==> config.mk <==
export PLATFORM = sky130hd
export DESIGN_NAME = ysyx_23060221_xbar
export DESIGN_NICKNAME = d
export VERILOG_FILES = /design/src/rtl/ysyx_23060221_xbar.sv
export SDC_FILE = /design/constraint.sdc
export NUM_CORES = 1
export LEC_CHECK = 0
export BUFFER_PORTS_ARGS = -buffer_cell sky130_fd_sc_hd__buf_2
export CAP_MARGIN = 5
export CORE_AREA = 2 2 184 186
export CTS_CLUSTER_SIZE = 30
export DETAILED_ROUTE_END_ITERATION = 8
export DIE_AREA = 0 0 186 188
export PLACE_DENSITY = 0.46
export SYNTH_ARGS = -nofsm -noshare
export SYNTH_HDL_FRONTEND = slang
export SYNTH_SLANG_ARGS = --single-unit
==> constraint.sdc <==
create_clock -name clk -period 5.5 [get_ports clk]
set_input_delay 0.275 -clock clk [delete_from_list [all_inputs] [get_ports clk]]
set_output_delay 0.275 -clock clk [all_outputs]
set_load 0.03 [all_outputs]
==> src/rtl/ysyx_23060221_xbar.sv <==
// 1-to-2 AXI4 address router: memory on m0, read-only CLINT on m1.
// Unmapped accesses and CLINT writes are answered locally with error responses.
module ysyx_23060221_xbar #(
  parameter logic [31:0] CLINT_BASE = 32'h0200_0000,
  parameter logic [31:0] CLINT_SIZE = 32'h0001_0000,
  parameter logic [31:0] NULL_LIMIT = 32'h0000_1000
) (
  input  logic        clk,
  input  logic        reset,
  input  logic        s_awvalid,
  output logic        s_awready,
  input  logic [31:0] s_awaddr,
  input  logic [3:0]  s_awid,
  input  logic [7:0]  s_awlen,
  input  logic [2:0]  s_awsize,
  input  logic [1:0]  s_awburst,
  input  logic        s_wvalid,
  output logic        s_wready,
  input  logic [31:0] s_wdata,
  input  logic [3:0]  s_wstrb,
  input  logic        s_wlast,
  output logic        s_bvalid,
  input  logic        s_bready,
  output logic [1:0]  s_bresp,
  output logic [3:0]  s_bid,
  input  logic        s_arvalid,
  output logic        s_arready,
  input  logic [31:0] s_araddr,
  input  logic [3:0]  s_arid,
  input  logic [7:0]  s_arlen,
  input  logic [2:0]  s_arsize,
  input  logic [1:0]  s_arburst,
  output logic        s_rvalid,
  input  logic        s_rready,
  output logic [1:0]  s_rresp,
  output logic [31:0] s_rdata,
  output logic        s_rlast,
  output logic [3:0]  s_rid,
  output logic        m0_awvalid,
  input  logic        m0_awready,
  output logic [31:0] m0_awaddr,
  output logic [3:0]  m0_awid,
  output logic [7:0]  m0_awlen,
  output logic [2:0]  m0_awsize,
  output logic [1:0]  m0_awburst,
  output logic        m0_wvalid,
  input  logic        m0_wready,
  output logic [31:0] m0_wdata,
  output logic [3:0]  m0_wstrb,
  output logic        m0_wlast,
  input  logic        m0_bvalid,
  output logic        m0_bready,
  input  logic [1:0]  m0_bresp,
  input  logic [3:0]  m0_bid,
  output logic        m0_arvalid,
  input  logic        m0_arready,
  output logic [31:0] m0_araddr,
  output logic [3:0]  m0_arid,
  output logic [7:0]  m0_arlen,
  output logic [2:0]  m0_arsize,
  output logic [1:0]  m0_arburst,
  input  logic        m0_rvalid,
  output logic        m0_rready,
  input  logic [1:0]  m0_rresp,
  input  logic [31:0] m0_rdata,
  input  logic        m0_rlast,
  input  logic [3:0]  m0_rid,
  output logic        m1_arvalid,
  input  logic        m1_arready,
  output logic [31:0] m1_araddr,
  output logic [3:0]  m1_arid,
  output logic [7:0]  m1_arlen,
  output logic [2:0]  m1_arsize,
  output logic [1:0]  m1_arburst,
  input  logic        m1_rvalid,
  output logic        m1_rready,
  input  logic [1:0]  m1_rresp,
  input  logic [31:0] m1_rdata,
  input  logic        m1_rlast,
  input  logic [3:0]  m1_rid
);

  typedef enum logic [1:0] {T_MEM, T_CLINT, T_ERR} tgt_t;
  typedef enum logic [1:0] {R_IDLE, R_ADDR, R_DATA, R_ERR} rstate_t;
  typedef enum logic [2:0] {W_IDLE, W_ADDR, W_DATA, W_RESP, W_SINK, W_ERRB} wstate_t;

  function automatic tgt_t decode(input logic [31:0] a);
    if ((a & ~(CLINT_SIZE - 32'd1)) == CLINT_BASE) return T_CLINT;
    else if (a < NULL_LIMIT) return T_ERR;
    else return T_MEM;
  endfunction

  rstate_t     rstate, rnext;
  wstate_t     wstate, wnext;
  tgt_t        r_tgt, w_tgt;
  logic [31:0] ar_addr, aw_addr;
  logic [3:0]  ar_id, aw_id;
  logic [7:0]  ar_len, aw_len, r_cnt;
  logic [2:0]  ar_size, aw_size;
  logic [1:0]  ar_burst, aw_burst;

  // ---------------- read path ----------------
  always_ff @(posedge clk or posedge reset) begin
    if (reset) rstate <= R_IDLE;
    else       rstate <= rnext;
  end

  always_ff @(posedge clk or posedge reset) begin
    if (reset) begin
      ar_addr <= '0; ar_id <= '0; ar_len <= '0; ar_size <= '0; ar_burst <= '0;
      r_tgt <= T_MEM; r_cnt <= '0;
    end else if (rstate == R_IDLE && s_arvalid) begin
      ar_addr <= s_araddr; ar_id <= s_arid; ar_len <= s_arlen;
      ar_size <= s_arsize; ar_burst <= s_arburst;
      r_tgt <= decode(s_araddr); r_cnt <= s_arlen;
    end else if (rstate == R_ERR && s_rready && r_cnt != 8'd0) begin
      r_cnt <= r_cnt - 8'd1;
    end
  end

  always_comb begin
    rnext = rstate;
    case (rstate)
      R_IDLE: if (s_arvalid) rnext = (decode(s_araddr) == T_ERR) ? R_ERR : R_ADDR;
      R_ADDR: if ((r_tgt == T_CLINT) ? m1_arready : m0_arready) rnext = R_DATA;
      R_DATA: if (s_rvalid && s_rready && s_rlast) rnext = R_IDLE;
      R_ERR:  if (s_rready && r_cnt == 8'd0) rnext = R_IDLE;
      default: rnext = R_IDLE;
    endcase
  end

  always_comb begin
    s_arready = 1'b0; m0_arvalid = 1'b0; m1_arvalid = 1'b0;
    m0_rready = 1'b0; m1_rready = 1'b0;
    s_rvalid = 1'b0; s_rresp = 2'b00; s_rdata = '0; s_rlast = 1'b0; s_rid = '0;
    case (rstate)
      R_IDLE: s_arready = ~reset;
      R_ADDR: begin
        m0_arvalid = (r_tgt == T_MEM);
        m1_arvalid = (r_tgt == T_CLINT);
      end
      R_DATA: begin
        if (r_tgt == T_CLINT) begin
          s_rvalid = m1_rvalid; s_rresp = m1_rresp; s_rdata = m1_rdata;
          s_rlast = m1_rlast; s_rid = m1_rid; m1_rready = s_rready;
        end else begin
          s_rvalid = m0_rvalid; s_rresp = m0_rresp; s_rdata = m0_rdata;
          s_rlast = m0_rlast; s_rid = m0_rid; m0_rready = s_rready;
        end
      end
      R_ERR: begin
        s_rvalid = 1'b1; s_rresp = 2'b11; s_rid = ar_id;
        s_rlast = (r_cnt == 8'd0);
      end
      default: ;
    endcase
  end

  assign m0_araddr = ar_addr; assign m0_arid = ar_id; assign m0_arlen = ar_len;
  assign m0_arsize = ar_size; assign m0_arburst = ar_burst;
  assign m1_araddr = ar_addr; assign m1_arid = ar_id; assign m1_arlen = ar_len;
  assign m1_arsize = ar_size; assign m1_arburst = ar_burst;

  // ---------------- write path ----------------
  always_ff @(posedge clk or posedge reset) begin
    if (reset) wstate <= W_IDLE;
    else       wstate <= wnext;
  end

  always_ff @(posedge clk or posedge reset) begin
    if (reset) begin
      aw_addr <= '0; aw_id <= '0; aw_len <= '0; aw_size <= '0; aw_burst <= '0;
      w_tgt <= T_MEM;
    end else if (wstate == W_IDLE && s_awvalid) begin
      aw_addr <= s_awaddr; aw_id <= s_awid; aw_len <= s_awlen;
      aw_size <= s_awsize; aw_burst <= s_awburst;
      w_tgt <= decode(s_awaddr);
    end
  end

  always_comb begin
    wnext = wstate;
    case (wstate)
      W_IDLE: if (s_awvalid) wnext = (decode(s_awaddr) == T_MEM) ? W_ADDR : W_SINK;
      W_ADDR: if (m0_awready) wnext = W_DATA;
      W_DATA: if (s_wvalid && m0_wready && s_wlast) wnext = W_RESP;
      W_RESP: if (m0_bvalid && s_bready) wnext = W_IDLE;
      W_SINK: if (s_wvalid && s_wlast) wnext = W_ERRB;
      W_ERRB: if (s_bready) wnext = W_IDLE;
      default: wnext = W_IDLE;
    endcase
  end

  always_comb begin
    s_awready = 1'b0; m0_awvalid = 1'b0; m0_wvalid = 1'b0; s_wready = 1'b0;
    m0_bready = 1'b0; s_bvalid = 1'b0; s_bresp = 2'b00; s_bid = '0;
    case (wstate)
      W_IDLE: s_awready = ~reset;
      W_ADDR: m0_awvalid = 1'b1;
      W_DATA: begin
        m0_wvalid = s_wvalid; s_wready = m0_wready;
      end
      W_RESP: begin
        s_bvalid = m0_bvalid; s_bresp = m0_bresp; s_bid = m0_bid;
        m0_bready = s_bready;
      end
      W_SINK: s_wready = 1'b1;
      W_ERRB: begin
        s_bvalid = 1'b1; s_bid = aw_id;
        s_bresp = (w_tgt == T_ERR) ? 2'b11 : 2'b10;
      end
      default: ;
    endcase
  end

  assign m0_awaddr = aw_addr; assign m0_awid = aw_id; assign m0_awlen = aw_len;
  assign m0_awsize = aw_size; assign m0_awburst = aw_burst;
  assign m0_wdata = s_wdata; assign m0_wstrb = s_wstrb; assign m0_wlast = s_wlast;

endmodule
==> flow_summary.yaml, run 1 <==
place:
  place.gp.congestion: 0.843
  io_buffer_count: 401
  hpwl_um: 20400
pwr:
  power_density_nw_per_um2: 654
  switchingPower_mw: 2.91
  p_leak_nw: 4.85
  power.share.clock_pct: 19.2
  pwr-share-seq_pct: 27.7
  combPwrFrac_pct: 53.2
  vdd_ir_drop_max_mv: 0.268
  p_int_mw: 2.70
  p_sw_share_pct: 51.9
logic_synthesis:
  seq_area_frac_synth_pct: 46.1
  ys.flop_type: "dfrtp_1"
  synth_nets: 1036
  netlist-cell-type-count: 50
  yosys_warnings: 0
  synth-edff-count: 0
  syn_inst: 801
  ys_async_sr_fraction_pct: 100
  ys_seq_elements: 115
  syn_area_um2: 6250
  syn_area_per_cell_um2: 7.80
layout:
  antenna_cells: 0
  nNetsFinal: 1331
  syn_to_final_growth_pct: 37.5
  mostFrequentLayoutCells: "401 x buf_2, 379 x nand2_1, 115 x dfrtp_1"
  drive_gt1_share_pct: 40.5
  layout.cells.most_common: "buf_2"
floorplan:
  initial_core_util_pct: 18.9
  die_area_um2: 35000
  fp.dieW_um: 186
  core-area_um2: 33100
  io-pin-count: 474
  die_y_um: 188
  rows: 67
route:
  drc: 0
  drtPass1Iterations: 4
  antenna_left: 0
  avgRoutedWirePerCell_um: 16.8
  drtIter0Drc: 269
  via_count: 6357
  via_per_inst: 4.09
  finalWirelength_um: 26100
worst_setup_path:
  worst-setup-path-type: "reg -> out"
  path_cells: "inv_1, nand2_1, a21oi_1, buf_2"
  crit_path_end_kind: "output port"
  slowest_stage: "nand2_1"
  crit_family: "simple AND/OR/NAND/NOR gates"
  crit_required_ns: 5.22
  cp_num_buf_inv: 2
  cp_data_arrival_time_ns: 2.63
  crit_path_start_kind: "flop"
  cpPeakStageDelay_ns: 0.69
  worstPathMaxFanout: 32
flow_run:
  cap_violations: 0
timing:
  whs_ns: 0.0484
  rsz0062_at_grt: "no"
  fin_setup_tns_ns: 0
  report.final.slew_viol_count: 0
  fmax_mhz: 345
  slew_headroom_pct: 23.2
  fin_worst_skew_ns: 0.00928
  worstMarginPinSlew_ns: 1.15
  setup_viol: 0
  period_minus_slack_ns: 2.90
  finalHoldViolCount: 0
  finalCritPeriodShare_pct: 52.8
cts:
  cts_resized: 0
  clockBufferDepth: 2
  clkTransAtPathRegs_ns: 0.06
  cts_tree: "yes"
  post_cts_buffers: 0
  clockRootBuffer: "clkbuf_16"
  clock_sinks: 115
  htreeDepth: 4
  numCtsBuffers: 17
  clock_latency_ns: 0.41
  cts_hold_buf: 0
global_routing:
  grt.total_usage_pct: 14.5
  grt_pass1_wl_um: 37600
  grt_overflow_total: 0
  grt_pass1_vias: 6287
  grt_max_degree: 61
  antenna_found_initial: 1
outcome:
  status: "finished clean"
hold_path:
  holdCritPathClass: "in -> reg"
[state kept, by name, indices dropped and copies added, names as in the netlist, 3 cells and up]
signal and count:
r_cnt 8, m0_araddr 32, wstate 3, m0_awaddr 32, m0_arlen 8, m0_arsize 3, m0_awid 4, m0_arid 4
m0_awlen 8, m0_awsize 3
[layout make-up]
cell class                 count  area, µm²
sequential                   115       2880
multi-input combinational    547       2510
clock buffer                  20        447
inverter                       9       36.3
tap                          448        561
fill                        3699      24500
timing repair buffer         406       2040
clock inverter                11        113
[synth_stat cells (all sizes together) (2+ instances only)]
cell	number	area share, %
nor4	9	1.0
nor2	16	0.96
nand2	380	23
mux2i	5	0.80
nor2b	4	0.40
nand2b	2	0.20
a22oi	4	0.48
o21ai	15	1.3
clkbuf	16	0.96
a31oi	5	0.50
a21oi	38	3.0
ha	2	0.40
buf	114	13
o31ai	2	0.24
xor2	5	0.70
nor3	11	0.88
a21o	2	0.24
and2	7	0.70
dfrtp	115	46
or3b	2	0.28
inv	9	0.54
nand4	6	0.60
and3	4	0.40
o211ai	3	0.36
nor3b	3	0.36
nand3	4	0.32
[power groups by stage]
stage | clock [mW] | sequential [mW] | combinational [mW]
floorplan | 0 | 2.14 | 1.71
global placement | 0 | 1.56 | 3.02
detailed placement | 0 | 1.56 | 3.03
CTS | 1.12 | 1.56 | 3.03
global route | 1.16 | 1.61 | 3.23
finish | 1.08 | 1.55 | 2.98
[cells by family (layout without fill, tap and decap cells)]
logic type      count (synthesis)  after routing  synth area share (%)
compound gates                 80             80                  7.77
mux                             7              7                  1.40
buf+inv                       139            446                  14.0
xor+xnor                        6              6                 0.841
fa+ha+maj                       2              2                 0.400
simple gates                  452            452                  29.5
flops                         115            115                  46.1
[routing by layer]
layer  wire [µm]  global-route usage (%)
met5           0                       0
met4         627                    5.09
met3        2260                    4.72
met2       13400                    26.1
met1        9830                    15.7
[worst paths after layout]
kind	startpoint	end	slack, ns	cells after the start
setup / recovery	rstate[0]	s_rdata[14]	2.60	4
hold / removal	s_awid[2]	m0_awid[2]	0.05	3
setup reg to reg	wstate[0]	w_tgt[0]	3.34	4
hold reg to reg	m0_awaddr[8]	m0_awaddr[8]	0.46	2
max in group asynchronous	reset	m0_araddr[21]	4.11	3
min in group asynchronous	reset	m0_awaddr[9]	0.11	2
[through the flow]
stage / power, mW / cell area [µm²] / std cells / utilization [%] / setup slack, ns
floorplan: 3.85 / 6250 / 801 / - / 2.18
global placement: 4.58 / 8030 / 1525 / 24.3 / 3.12
detailed placement: 4.59 / 8030 / 1525 / 24.3 / 3.03
CTS: 5.70 / 8590 / 1556 / 25.9 / 2.57
global route: 6.00 / 8590 / 1556 / 25.9 / 2.34
finish: 5.61 / 8590 / 1556 / 25.9 / 2.60
[worst reg2reg max path: cells and delay by family (launching register included)]
kind            cells  cell delay [ns]
compound gates      1             0.16
simple gates        3             1.40
flops               1             0.51
Note: power is estimated with default switching activity, not from simulation.
==> run 2: changes to the inputs <==
- ABC_AREA: unset -> 1
- CORE_AREA: 2 2 184 186 -> 2 2 186 188
- DIE_AREA: 0 0 186 188 -> 0 0 188 190
- PLACE_DENSITY: 0.46 -> 0.47
- clock period: 5.5 -> 2.6 ns (I/O delays scaled with it)
==> run 2 against run 1 <==
Sequential cell count is the same. Final area is 14% higher. Sequential power rose by 110%. Critical endpoint is now s_rdata[22]. Largest power group unchanged. Critical path depth is 2 higher. Combinational power up 140%. Routed wire length down 6.2%. Global-route usage fell by 1.3 points. Synthesized area is 2.5% higher. Clock power rose by 120%. Clock skew increased by 0.0027 ns.
==> flow_summary.yaml, run 2 <==
global_routing:
  grt_util_met1_pct: 15.8
  grt_pass1_vias: 6624
  grt.total_usage_pct: 13.2
  grt_overflow_total: 0
  grt_use_met2_pct: 22.8
  grt_pass1_wl_um: 36900
  grt_max_degree: 62
  grt.busiest_layer: "met2"
  grt_util_met3_pct: 4.30
  antenna_found_initial: 1
logic_synthesis:
  netlist-cell-type-count: 34
  seq_area_frac_synth_pct: 44.9
  syn_area_per_cell_um2: 7.42
  yosys.area.top_type: "dfrtp_1"
  ys.flop_type: "dfrtp_1"
  netlist_top_cells_area: "dfrtp_1 45%, nand2_1 19%, buf_4 11%"
  ys_seq_elements: 115
  synth_top_area_share_pct: 44.9
  synth_nets: 1098
  yosysMostFrequentCell: "nand2_1"
  synth-edff-count: 0
  yosys_warnings: 0
  ys_async_sr_fraction_pct: 100
  syn_inst: 863
  syn_area_um2: 6400
  synth_commonest_cells: "323 x nand2_1, 115 x dfrtp_1, 106 x nor2_1"
route:
  drc: 0
  avgRoutedWirePerCell_um: 14.1
  drtPass1Iterations: 4
  drtIter0Drc: 202
  via_per_inst: 3.93
  finalWirelength_um: 24500
  via_count: 6821
  antenna_left: 0
floorplan:
  die_area_um2: 35700
  rows: 68
  io-pin-count: 474
  die_y_um: 190
  core-area_um2: 33900
  initial_core_util_pct: 18.9
  fp.dieW_um: 188
cts:
  clkTransAtPathRegs_ns: 0.06
  clock_latency_ns: 0.42
  cts_resized: 0
  numCtsBuffers: 17
  clockBufferDepth: 2
  post_cts_buffers: 0
  htreeDepth: 4
  clockRootBuffer: "clkbuf_16"
  cts_tree: "yes"
  clock_sinks: 115
pwr:
  power_mw: 12.7
  power_density_nw_per_um2: 1300
  vdd_ir_drop_max_mv: 0.652
  p_leak_nw: 5.46
place:
  place.gp.congestion: 0.779
  io_buffer_count: 401
  hpwl_um: 18700
  placedCellCount: 1607
worst_setup_path:
  slowest_stage: "nor2_2"
  cp_num_buf_inv: 3
  worst-setup-path-type: "reg -> out"
  regToRegSetupSlack_ns: 0.77
  crit_required_ns: 2.47
  reg2regPathDepth: 10
  crit_path_end_kind: "output port"
  path_cells: "inv_2, nor2_2, buf_4, o21ai_0, nor2_1, buf_2"
  crit_family: "buffers and inverters"
  worstPathMaxFanout: 25
  cp_data_arrival_time_ns: 2.16
  timing.rr.end: "rstate[1]"
  rr_startpoint: "rstate[1]"
  cpPeakStageDelay_ns: 0.44
  crit_path_start_kind: "flop"
  critPathLaunch: "rstate[1]"
timing:
  fmax_mhz: 437
  fin_worst_skew_ns: 0.0120
  report.final.slew_viol_count: 0
  finalHoldViolCount: 0
  period_minus_slack_ns: 2.29
  fin_setup_tns_ns: 0
  slew_headroom_pct: 41.4
  finalCritPeriodShare_pct: 87.9
  worstMarginPinSlew_ns: 0.877
  rsz0062_at_grt: "no"
  setup_viol: 0
layout:
  nNetsFinal: 1501
  mostFrequentLayoutCells: "401 x buf_2, 323 x nand2_1, 115 x dfrtp_1"
  fin_cells: 1734
  drive_gt1_share_pct: 37.2
  layout.cells.most_common: "buf_2"
  antenna_cells: 0
  syn_to_final_growth_pct: 52.7
hold_path:
  worstHoldEndpoint: "m0_araddr[12]"
  holdCritPathClass: "in -> reg"
  whs_path_depth: 3
  hp-start: "s_araddr[12]"
outcome:
  status: "finished clean"
flow_run:
  cap_violations: 0
-- run 2: changes by cell type after synthesis, sizes merged, moves of 9 or more --
cell,previous run,this run
nand3,4,21
nor4,9,0
nor2,16,115
o21ai,15,71
inv,9,50
a21oi,38,8
nand2,380,333
clkbuf,16,6
-- run 2: how the worst max path moves through the flow --
stage | end | depth (start not counted)
global placement | s_rlast | 6
detailed placement | r_cnt[1] | 8
finish | s_rdata[22] | 6
CTS | s_rdata[22] | 6
global route | s_rdata[29] | 6
floorplan | s_rlast | 6
-- run 2: cell type report --
type / count / area [µm²]
clock buffer: 18 / 439
clock inverter: 14 / 154
fill: 3723 / 24200
inverter: 51 / 198
multi-input combinational: 577 / 2500
sequential: 115 / 2880
tap: 455 / 569
timing repair buffer: 504 / 3040
-- run 2: what timing repair did --
item                                   CTS  global route
hold buffers                            95             0
endpoints found under the hold margin  209             0
setup endpoints to repair                0             0
-- run 2: metal layers --
layer	wire length, µm	vias to the layer above
li1	-	3399
met1	10400	3072
met2	11800	317
met3	1840	31
met4	403	2
met5	13	-
-- run 2: worst reg2reg max path, stage by stage (launching register included) --
cell and delay, ns:
dfrtp_1 0.42, inv_2 0.10, nor2_2 0.44, buf_4 0.33
nand2_1 0.10, nand2_1 0.06, nand2_1 0.05, nand2_1 0.07
nand2_1 0.05, nand2_1 0.05, nand2_1 0.04
-- run 2: cell families (layout without fill, tap and decap cells) --
| logic type | count (synthesis) | in the layout | synth area share (%) |
|---|---|---|---|
| xor gates and xnor gates | 3 | 3 | 0.410 |
| and+or+nand+nor | 483 | 483 | 30.8 |
| AOI/OAI and AO/OA | 88 | 88 | 7.21 |
| buffers and inverters | 171 | 587 | 16.0 |
| DFF | 115 | 115 | 44.9 |
| adders and majority gates | 2 | 2 | 0.391 |
| muxes | 1 | 1 | 0.156 |
-- run 2: report_power, final --
group / switching, mW / internal (mW) / total (mW) / leakage (nW)
combinational: 5.14 / 1.91 / 7.05 / 3.75
clock: 0.946 / 1.45 / 2.39 / 0.283
sequential: 0.632 / 2.62 / 3.25 / 1.43
-- run 2: metrics by stage --
| step | worst slack (ns) | hold slack (ns) | instance area (µm²) | util (%) |
|---|---|---|---|---|
| final | 0.313 | 0.0297 | 9780 | 28.8 |
| after global routing | 0.0576 | 0.0335 | 9780 | 28.8 |
| after CTS | 0.278 | 0.00469 | 9780 | 28.8 |
| after detailed placement | 0.749 | 0.260 | 8230 | 24.3 |
| after global placement | 0.758 | 0.260 | 8230 | 24.3 |
| after floorplan | 0.902 | 0.247 | 6410 | - |
